$ cat src/rtl/mem_access_sequencer.sv
// Burst memory access sequencer: drives MAR/MBR strobes beat by beat,
// waits on MFC with a timeout, and reports Done or Error.
module mem_access_sequencer #(
  parameter int ADDR_W    = 32,
  parameter int DATA_W    = 32,
  parameter int MAX_BEATS = 4,
  parameter int TIMEOUT   = 255
) (
  input  logic              Clk,
  input  logic              Reset,
  input  logic              Start,
  input  logic              RW,
  input  logic [1:0]        Size,
  input  logic [ADDR_W-1:0] Addr,
  input  logic [3:0]        Beats,
  input  logic [DATA_W-1:0] WData,
  input  logic              MFC,
  input  logic [DATA_W-1:0] MemDataIn,
  output logic [ADDR_W-1:0] MemAddr,
  output logic [DATA_W-1:0] MemDataOut,
  output logic              MARLOAD,
  output logic              MBRLOAD,
  output logic              MBRSTORE,
  output logic              MFA,
  output logic              READ_WRITE,
  output logic [1:0]        SizeOut,
  output logic [DATA_W-1:0] RData,
  output logic              RValid,
  output logic              WReady,
  output logic              Busy,
  output logic              Done,
  output logic              Error
);

  typedef enum logic [2:0] {
    IDLE, SETUP, REQ, CAPTURE, NEXT, DONE, ERR
  } state_t;

  state_t              state, state_n;
  logic                rw_q;
  logic [3:0]          beats_q;
  logic [7:0]          wait_q;
  logic                legal;
  logic                rw_eff;
  logic                to_hit;
  logic [ADDR_W-1:0]   step;
  logic [DATA_W-1:0]   rd_ext;

  always_comb begin
    legal = 1'b1;
    if (Size == 2'b11)
      legal = 1'b0;
    if (Beats == 4'd0 || Beats > 4'(MAX_BEATS))
      legal = 1'b0;
    if (Size == 2'b10 && DATA_W == 16)
      legal = 1'b0;
    if (Size == 2'b01 && Addr[0])
      legal = 1'b0;
    if (Size == 2'b10 && Addr[1:0] != 2'b00)
      legal = 1'b0;
  end

  assign to_hit = (wait_q == 8'(TIMEOUT - 1));
  assign rw_eff = (state == IDLE) ? RW : rw_q;
  assign step   = ADDR_W'(3'd1 << SizeOut);
  assign Busy   = (state != IDLE);

  always_comb begin
    rd_ext = MemDataIn;
    unique case (1'b1)
      (SizeOut == 2'b00): rd_ext = DATA_W'(MemDataIn[7:0]);
      (SizeOut == 2'b01): rd_ext = DATA_W'(MemDataIn[15:0]);
      default: ;
    endcase
  end

  // MFC wins over the timeout when both land in the same cycle
  always_comb begin
    state_n = state;
    unique case (state)
      IDLE:    if (Start) state_n = legal ? SETUP : ERR;
      SETUP:   state_n = REQ;
      REQ: begin
        if (MFC)
          state_n = rw_q ? CAPTURE : NEXT;
        else if (to_hit)
          state_n = ERR;
      end
      CAPTURE: state_n = NEXT;
      NEXT:    state_n = (beats_q == 4'd1) ? DONE : SETUP;
      DONE:    state_n = IDLE;
      ERR:     state_n = IDLE;
      default: state_n = IDLE;
    endcase
  end

  // strobes decode the next state so they line up with the state register
  always_ff @(posedge Clk or posedge Reset) begin
    if (Reset) begin
      state      <= IDLE;
      rw_q       <= 1'b0;
      beats_q    <= '0;
      wait_q     <= '0;
      SizeOut    <= '0;
      MemAddr    <= '0;
      MemDataOut <= '0;
      RData      <= '0;
      MARLOAD    <= 1'b0;
      MBRLOAD    <= 1'b0;
      MBRSTORE   <= 1'b0;
      MFA        <= 1'b0;
      READ_WRITE <= 1'b0;
      RValid     <= 1'b0;
      WReady     <= 1'b0;
      Done       <= 1'b0;
      Error      <= 1'b0;
    end else begin
      state      <= state_n;
      MARLOAD    <= (state_n == SETUP);
      WReady     <= (state_n == SETUP) && !rw_eff;
      MBRLOAD    <= ((state_n == SETUP) && !rw_eff) ||
                    (state_n == CAPTURE);
      MFA        <= (state_n == REQ);
      MBRSTORE   <= (state_n == REQ) && !rw_eff;
      READ_WRITE <= (state_n == REQ) && rw_eff;
      RValid     <= (state_n == CAPTURE);
      Done       <= (state_n == DONE);
      Error      <= (state_n == ERR);

      if (state == REQ)
        wait_q <= wait_q + 8'd1;
      else
        wait_q <= '0;

      if (state == IDLE && Start) begin
        rw_q    <= RW;
        SizeOut <= Size;
        MemAddr <= Addr;
        beats_q <= Beats;
      end

      if (state == NEXT) begin
        beats_q <= beats_q - 4'd1;
        if (state_n == SETUP)
          MemAddr <= MemAddr + step;
      end

      if (state == SETUP && !rw_q)
        MemDataOut <= WData;

      if (state == REQ && MFC && rw_q) begin
        MemDataOut <= MemDataIn;
        RData      <= rd_ext;
      end
    end
  end

endmodule

$ cat config.mk
export PLATFORM = sky130hd
export DESIGN_NAME = mem_access_sequencer
export DESIGN_NICKNAME = d
export VERILOG_FILES = /design/src/rtl/mem_access_sequencer.sv
export SDC_FILE = /design/constraint.sdc
export NUM_CORES = 1
export LEC_CHECK = 0
export ABC_AREA = 1
export CORE_MARGIN = 4
export CORE_UTILIZATION = 29
export CTS_CLUSTER_SIZE = 8
export DETAILED_ROUTE_END_ITERATION = 8
export PLACE_DENSITY = 0.52
export SYNTH_ARGS = -nofsm -noshare
export SYNTH_HDL_FRONTEND = slang
export SYNTH_SLANG_ARGS = --single-unit
$ cat constraint.sdc
create_clock -name Clk -period 5.8 [get_ports Clk]
set_clock_uncertainty 0.05 [all_clocks]
set_input_delay 0.58 -clock Clk [delete_from_list [all_inputs] [get_ports Clk]]
set_output_delay 0.58 -clock Clk [all_outputs]
set_load 0.05 [all_outputs]
Word-level counts from Yosys, hierarchy flattened
Index checks and enable logic that the tools add are counted.
{ "word_totals": {"register_bits": 123, "word_cells": 78, "output_inout_bits": 108, "input_bits": 107} }
{ "op_classes": {"magnitude_cmp": 1, "eq_ne": 15, "n_mux": 21, "n_reduce_logical": 20, "n_addsub": 3, "shifts": 1} }
{ "op_table": {"columns": ["op", "n"], "rows": [
  ["$mux 32", 5],
  ["$pmux 32 s2", 1],
  ["$add 32x32->32", 1],
  ["$shl 1x2->32 const A", 1],
  ["$mux 3", 6],
  ["$pmux 3 s5", 1],
  ["$eq 3x2->1 const B", 4],
  ["$eq 3x3->1 const B", 3],
  ["$logic_and 1x1->1", 9],
  ["$add 8x1->8 const B", 1],
  ["$eq 8x8->1 const B", 1],
  ["$mux 4", 2],
  ["$mux 8", 1],
  ["$eq 3x1->1 const B", 2],
  ["$reduce_bool 2->1", 3],
  ["$mux 1", 5],
  ["$eq 2x1->1 const B", 2],
  ["$eq 2x2->1 const B", 2],
  ["$eq 4x1->1 const B", 1],
  ["$gt 4x3->1 const B", 1],
  ["$logic_not 4->1", 1],
  ["$sub 4x1->4 const B", 1],
  ["$logic_not 3->1", 1],
  ["$reduce_bool 3->1", 1],
  ["other kinds (3)", 5]
]} }

Logic depth before layout (Yosys ltp)
{ "depth": {"word_depth": 11, "ltp_mapped": 18, "mapped_depth_nobuf": 17} }

Worst setup path after synthesis
OpenSTA, ideal clock, no wires.
{ "synth_path": {"path_type": "reg2reg", "startpoint": "register SizeOut[0]", "endpoint": "register MemAddr[20]", "slack_ps": 3019, "setup_time_ps": 123, "synth_period_minus_slack_ps": 2781, "path_buffers": 0, "arrival_ps": 2609, "required_time_ps": 5627, "stages_incl_launch_ff": 14, "cell_sequence": "dfrtp_1 -> nor2_1 -> ha_1 -> inv_1 -> fa_1 -> inv_1 -> nand2_1 -> nand2_1 -> nand3_1 -> nor2_2 -> nand2_1 -> nor2_1 -> xor2_1 -> o21ai_1"} }
{ "synth_between": {"elab_chain_len": 4} }
{ "synth_rtl": {"columns": ["item", "line_no", "text"], "rows": [
  ["from (decl)", "26", "output logic [1:0] SizeOut,"],
  ["from (signal assigned)", "137", "SizeOut <= Size;"],
  ["$shl 1x2->32", "65", "assign step = ADDR_W'(3'd1 << SizeOut);"],
  ["$add 32x32->32", "145", "MemAddr <= MemAddr + step;"],
  ["$mux 32", "144", "if (state_n == SETUP)"],
  ["$mux 32", "142", "if (state == NEXT) begin"],
  ["to (signal assigned)", "138", "MemAddr <= Addr;"],
  ["to (signal assigned)", "145", null],
  ["to (decl)", "19", "output logic [ADDR_W-1:0] MemAddr,"]
]} }
No other way between the ends.
A chain may end at the register's enable or synchronous reset.

Worst setup path in the final report
{ "layout_path": {"startpoint": "input Start", "endpoint": "register MemAddr[24]"} }
{ "layout_between": {"elab_chain_len": 5, "word_cells_on_any_way": 7, "classes_between": "eq/ne: 1; mux: 5; reduce/logical: 1"} }
{ "layout_rtl": {"columns": ["item", "line_no", "text"], "rows": [
  ["from (decl)", "11", "input logic Start,"],
  ["$mux 3", "81", "IDLE: if (Start) state_n = legal ? SETUP : ERR;"],
  ["$pmux 3 s5", "80", "unique case (state)"],
  ["named net state_n[0]", "39", "state_t state, state_n;"],
  ["$eq 3x1->1", "144", null],
  ["$mux 32", "144", null],
  ["$mux 32", "142", null]
]} }
The timed path passes the listed nets, and every way through them passes these cells.

==> impl_metrics.ini <==
[clock_network]
ctsResizeCount = 0
cts_tree = built
htree_levels = 4
cts_setup_buffers = 0
clockBufferDepth = 2
clkTransAtPathRegs_ns = 0.06
hold_buffers = 0
root_buffer = clkbuf_16
clock_sinks = 123
clock_latency_ns = 0.42
numCtsBuffers = 17

[synth]
ys_ff_latch = 123
synthCells = 867
synth_nets = 983
synth_area_leaders = dfrtp_1, nand2_1, nor2_1
avgSynthCellArea_sq_um = 7.45
synth_area_sq_um = 6460
synth_seq_area_share_pct = 47.7
synthDominantCellAreaShare_pct = 47.7
ys_types = 34
synth.yosys.warnings = 0
synth_largest_area_cell = dfrtp_1

[cells_and_area]
antenna_cells = 0
drive_above_1_share_pct = 5.44
area_growth_pct = 46.9
fin_nets = 1187
finalNonFillerCells = 1364

[grt]
met1_usage_pct = 24.0
busiest_layer = met2
grt_use_total_pct = 17.8
antenna_found_initial = 0
grt_pass1_wl_microns = 34000
grt_max_degree = 79
globalRouteOverflowTotal = 0
grt_pass1_vias = 6122
use_met2_pct = 28.5
grtUsageMet3_pct = 4.84

[setup_path]
r2r-start = state[1]
cp.required_ns = 6.11
start_kind = primary input
worstSetupPathType = in2reg
r2r-end = MemAddr[24]
cp_max_fo = 43
endpoint_kind = flip-flop
worst_ep_arrival_time_ns = 4.09
r2r_setup_slack_ns = 2.04
r2r_cells = 11

[floorplanning]
die_h_microns = 157
die_w_microns = 157
die_area_sq_um = 24700
rows = 54
io_pins = 215
core_area_sq_um = 21900
start_util_pct = 29.5

[route]
routed_via_density = 4.58
vias = 6249
remaining_drc_errors = 0
drt_iter0_markers = 358
drt_wl_total_microns = 22300
routedWlPerCell_microns = 16.3
dr.pass1.iters = 5
detail-route-antenna-nets = 0

[min_path]
hold-path-endpoint = RData[1]
min_path_type = reg2reg
whs_path_depth = 2
min-delay-start = RData[1]

[sta]
max_slew.worst_pin.slew_ns = 1.01
period_share_pct = 65.1
max_freq_ghz = 0.265
setup_viol = 0
report.final.slew_viol_count = 0
rsz0062_at_grt = no
max_slew_margin_pct = 32.4
hold_violations = 0
tns_ns = 0
period_needed_ns = 3.78

[place]
dp.cells = 1332
portBuffers = 214
globalplace.congestion = 0.865
dp_hpwl_microns = 16300

[power]
leakage_nw = 4.39
vdd_drop_max_uv = 338
p_per_area_nw_per_um2 = 641

[run]
cap_violations = 0

[status]
outcome = finished clean
## final cells by class
type                            instances  area (sq um)
Clock buffer                           22           474
Clock inverter                         10           186
Fill cell                            2233         12400
Inverter                               74           280
Multi-Input combinational cell        638          2950
Sequential cell                       123          3080
Tap cell                              280           350
Timing Repair Buffer                  217          2160
## per-layer routing
layer | part of all wire [%] | up-vias | wire [microns]
met3 | 8.0 | 16 | 1780
li1 | - | 3155 | -
met4 | 1.0 | 0 | 233
met5 | 0 | - | 0
met1 | 45 | 2868 | 10100
met2 | 46 | 210 | 10100
## synth_stat cells
master / count
a21oi_2: 1
buf_4: 4
inv_2: 8
nor2_4: 2
o21ai_1: 11
nand4_1: 14
nand3_1: 23
nand3_2: 1
dfrtp_1: 123
o21ai_0: 71
o21a_1: 1
mux2i_1: 1
buf_2: 10
nand2_4: 1
ha_1: 8
nand3b_1: 2
and3_1: 2
nand3_4: 1
nor3_1: 7
clkbuf_1: 13
buf_1: 5
nand2_1: 319
nor2_1: 95
xnor2_1: 8
or2_2: 1
xor2_1: 17
o221ai_1: 1
o211ai_1: 1
fa_1: 1
a31oi_1: 14
a21oi_1: 26
nand2_2: 5
inv_1: 66
nor2_2: 4
## cells in the final DEF, fill, tap and decap left out, types with 2 or more instances in the layout
master           instances
dfrtp_1                123
nor3_1                   7
inv_1                   64
clkdlybuf4s50_1        214
clkbuf_1                 2
buf_4                    3
a31oi_1                 14
bufinv_16                5
xnor2_1                  8
clkbuf_16               17
nand4_1                 14
ha_1                     8
nand2_1                319
nand3_1                 23
nor2_1                  95
o21ai_0                 71
nand3b_1                 2
clkinv_4                 2
inv_2                    9
nand2_2                  5
clkbuf_8                 3
clkinv_2                 2
xor2_1                  17
nor2_2                   4
nor2_4                   2
o21ai_1                 11
a21oi_1                 26
and3_1                   2
## kinds of logic (layout without fill, tap and decap cells)
| family | after synthesis | count (layout) | synth area share (%) |
|---|---|---|---|
| AND/OR/NAND/NOR | 477 | 477 | 30.1 |
| AO/OA/AOI/OAI | 126 | 126 | 10.2 |
| flip-flops | 123 | 123 | 47.7 |
| buffers and inverters | 106 | 323 | 6.59 |
| XOR/XNOR | 25 | 25 | 3.39 |
| adder cells (fa/ha/maj) | 9 | 9 | 1.86 |
| multiplexers | 1 | 1 | 0.155 |
## flip-flops by register name (all words and copies together), names as in the netlist
register    count
MemAddr        32
MemDataOut     32
RData          32
wait_q          8
beats_q         4
state           3
SizeOut         2
Done            1
Error           1
MARLOAD         1
MBRLOAD         1
MBRSTORE        1
MFA             1
READ_WRITE      1
RValid          1
WReady          1
rw_q            1
## worst max path at each step
stage | start | to | slack, ns
detailed placement | Start | MemAddr[22] | 1.47
CTS | Start | MemAddr[22] | 1.90
global placement | Start | MemAddr[28] | 1.59
finish | Start | MemAddr[24] | 2.02
floorplan | Reset | Done | 1.90
global route | state[1] | MemAddr[22] | 1.53
## through the flow
stage          hold slack [ns]  instance area, sq um  utilization, %  total power [W]  setup slack (ns)
2_1_floorplan            0.402                  6460               -          0.00377              1.90
3_3_place_gp             0.406                  8830            40.3          0.00490              1.59
3_5_place_dp             0.409                  8830            40.3          0.00492              1.47
4_1_cts                  0.422                  9490            43.3          0.00614              1.90
5_1_grt                  0.458                  9490            43.3          0.00647              1.53
6_report                 0.418                  9490            43.3          0.00608              2.02
## worst max-delay path, cell delays in order
cell	delay [ns]
clkdlybuf4s50_1	0.47
nand3_2	0.63
inv_2	0.80
nand3_1	0.19
nand2_2	0.12
inv_2	0.06
nor2_4	0.25
nand3_4	0.46
inv_2	0.36
nand2_1	0.09
nand2_1	0.06
## where the power goes
group | internal [W] | switching (W)
sequential | 0.00123 | 0.000327
clock | 0.000798 | 0.000402
combinational | 0.00106 | 0.00226
Power figures use the tool's default switching activity.
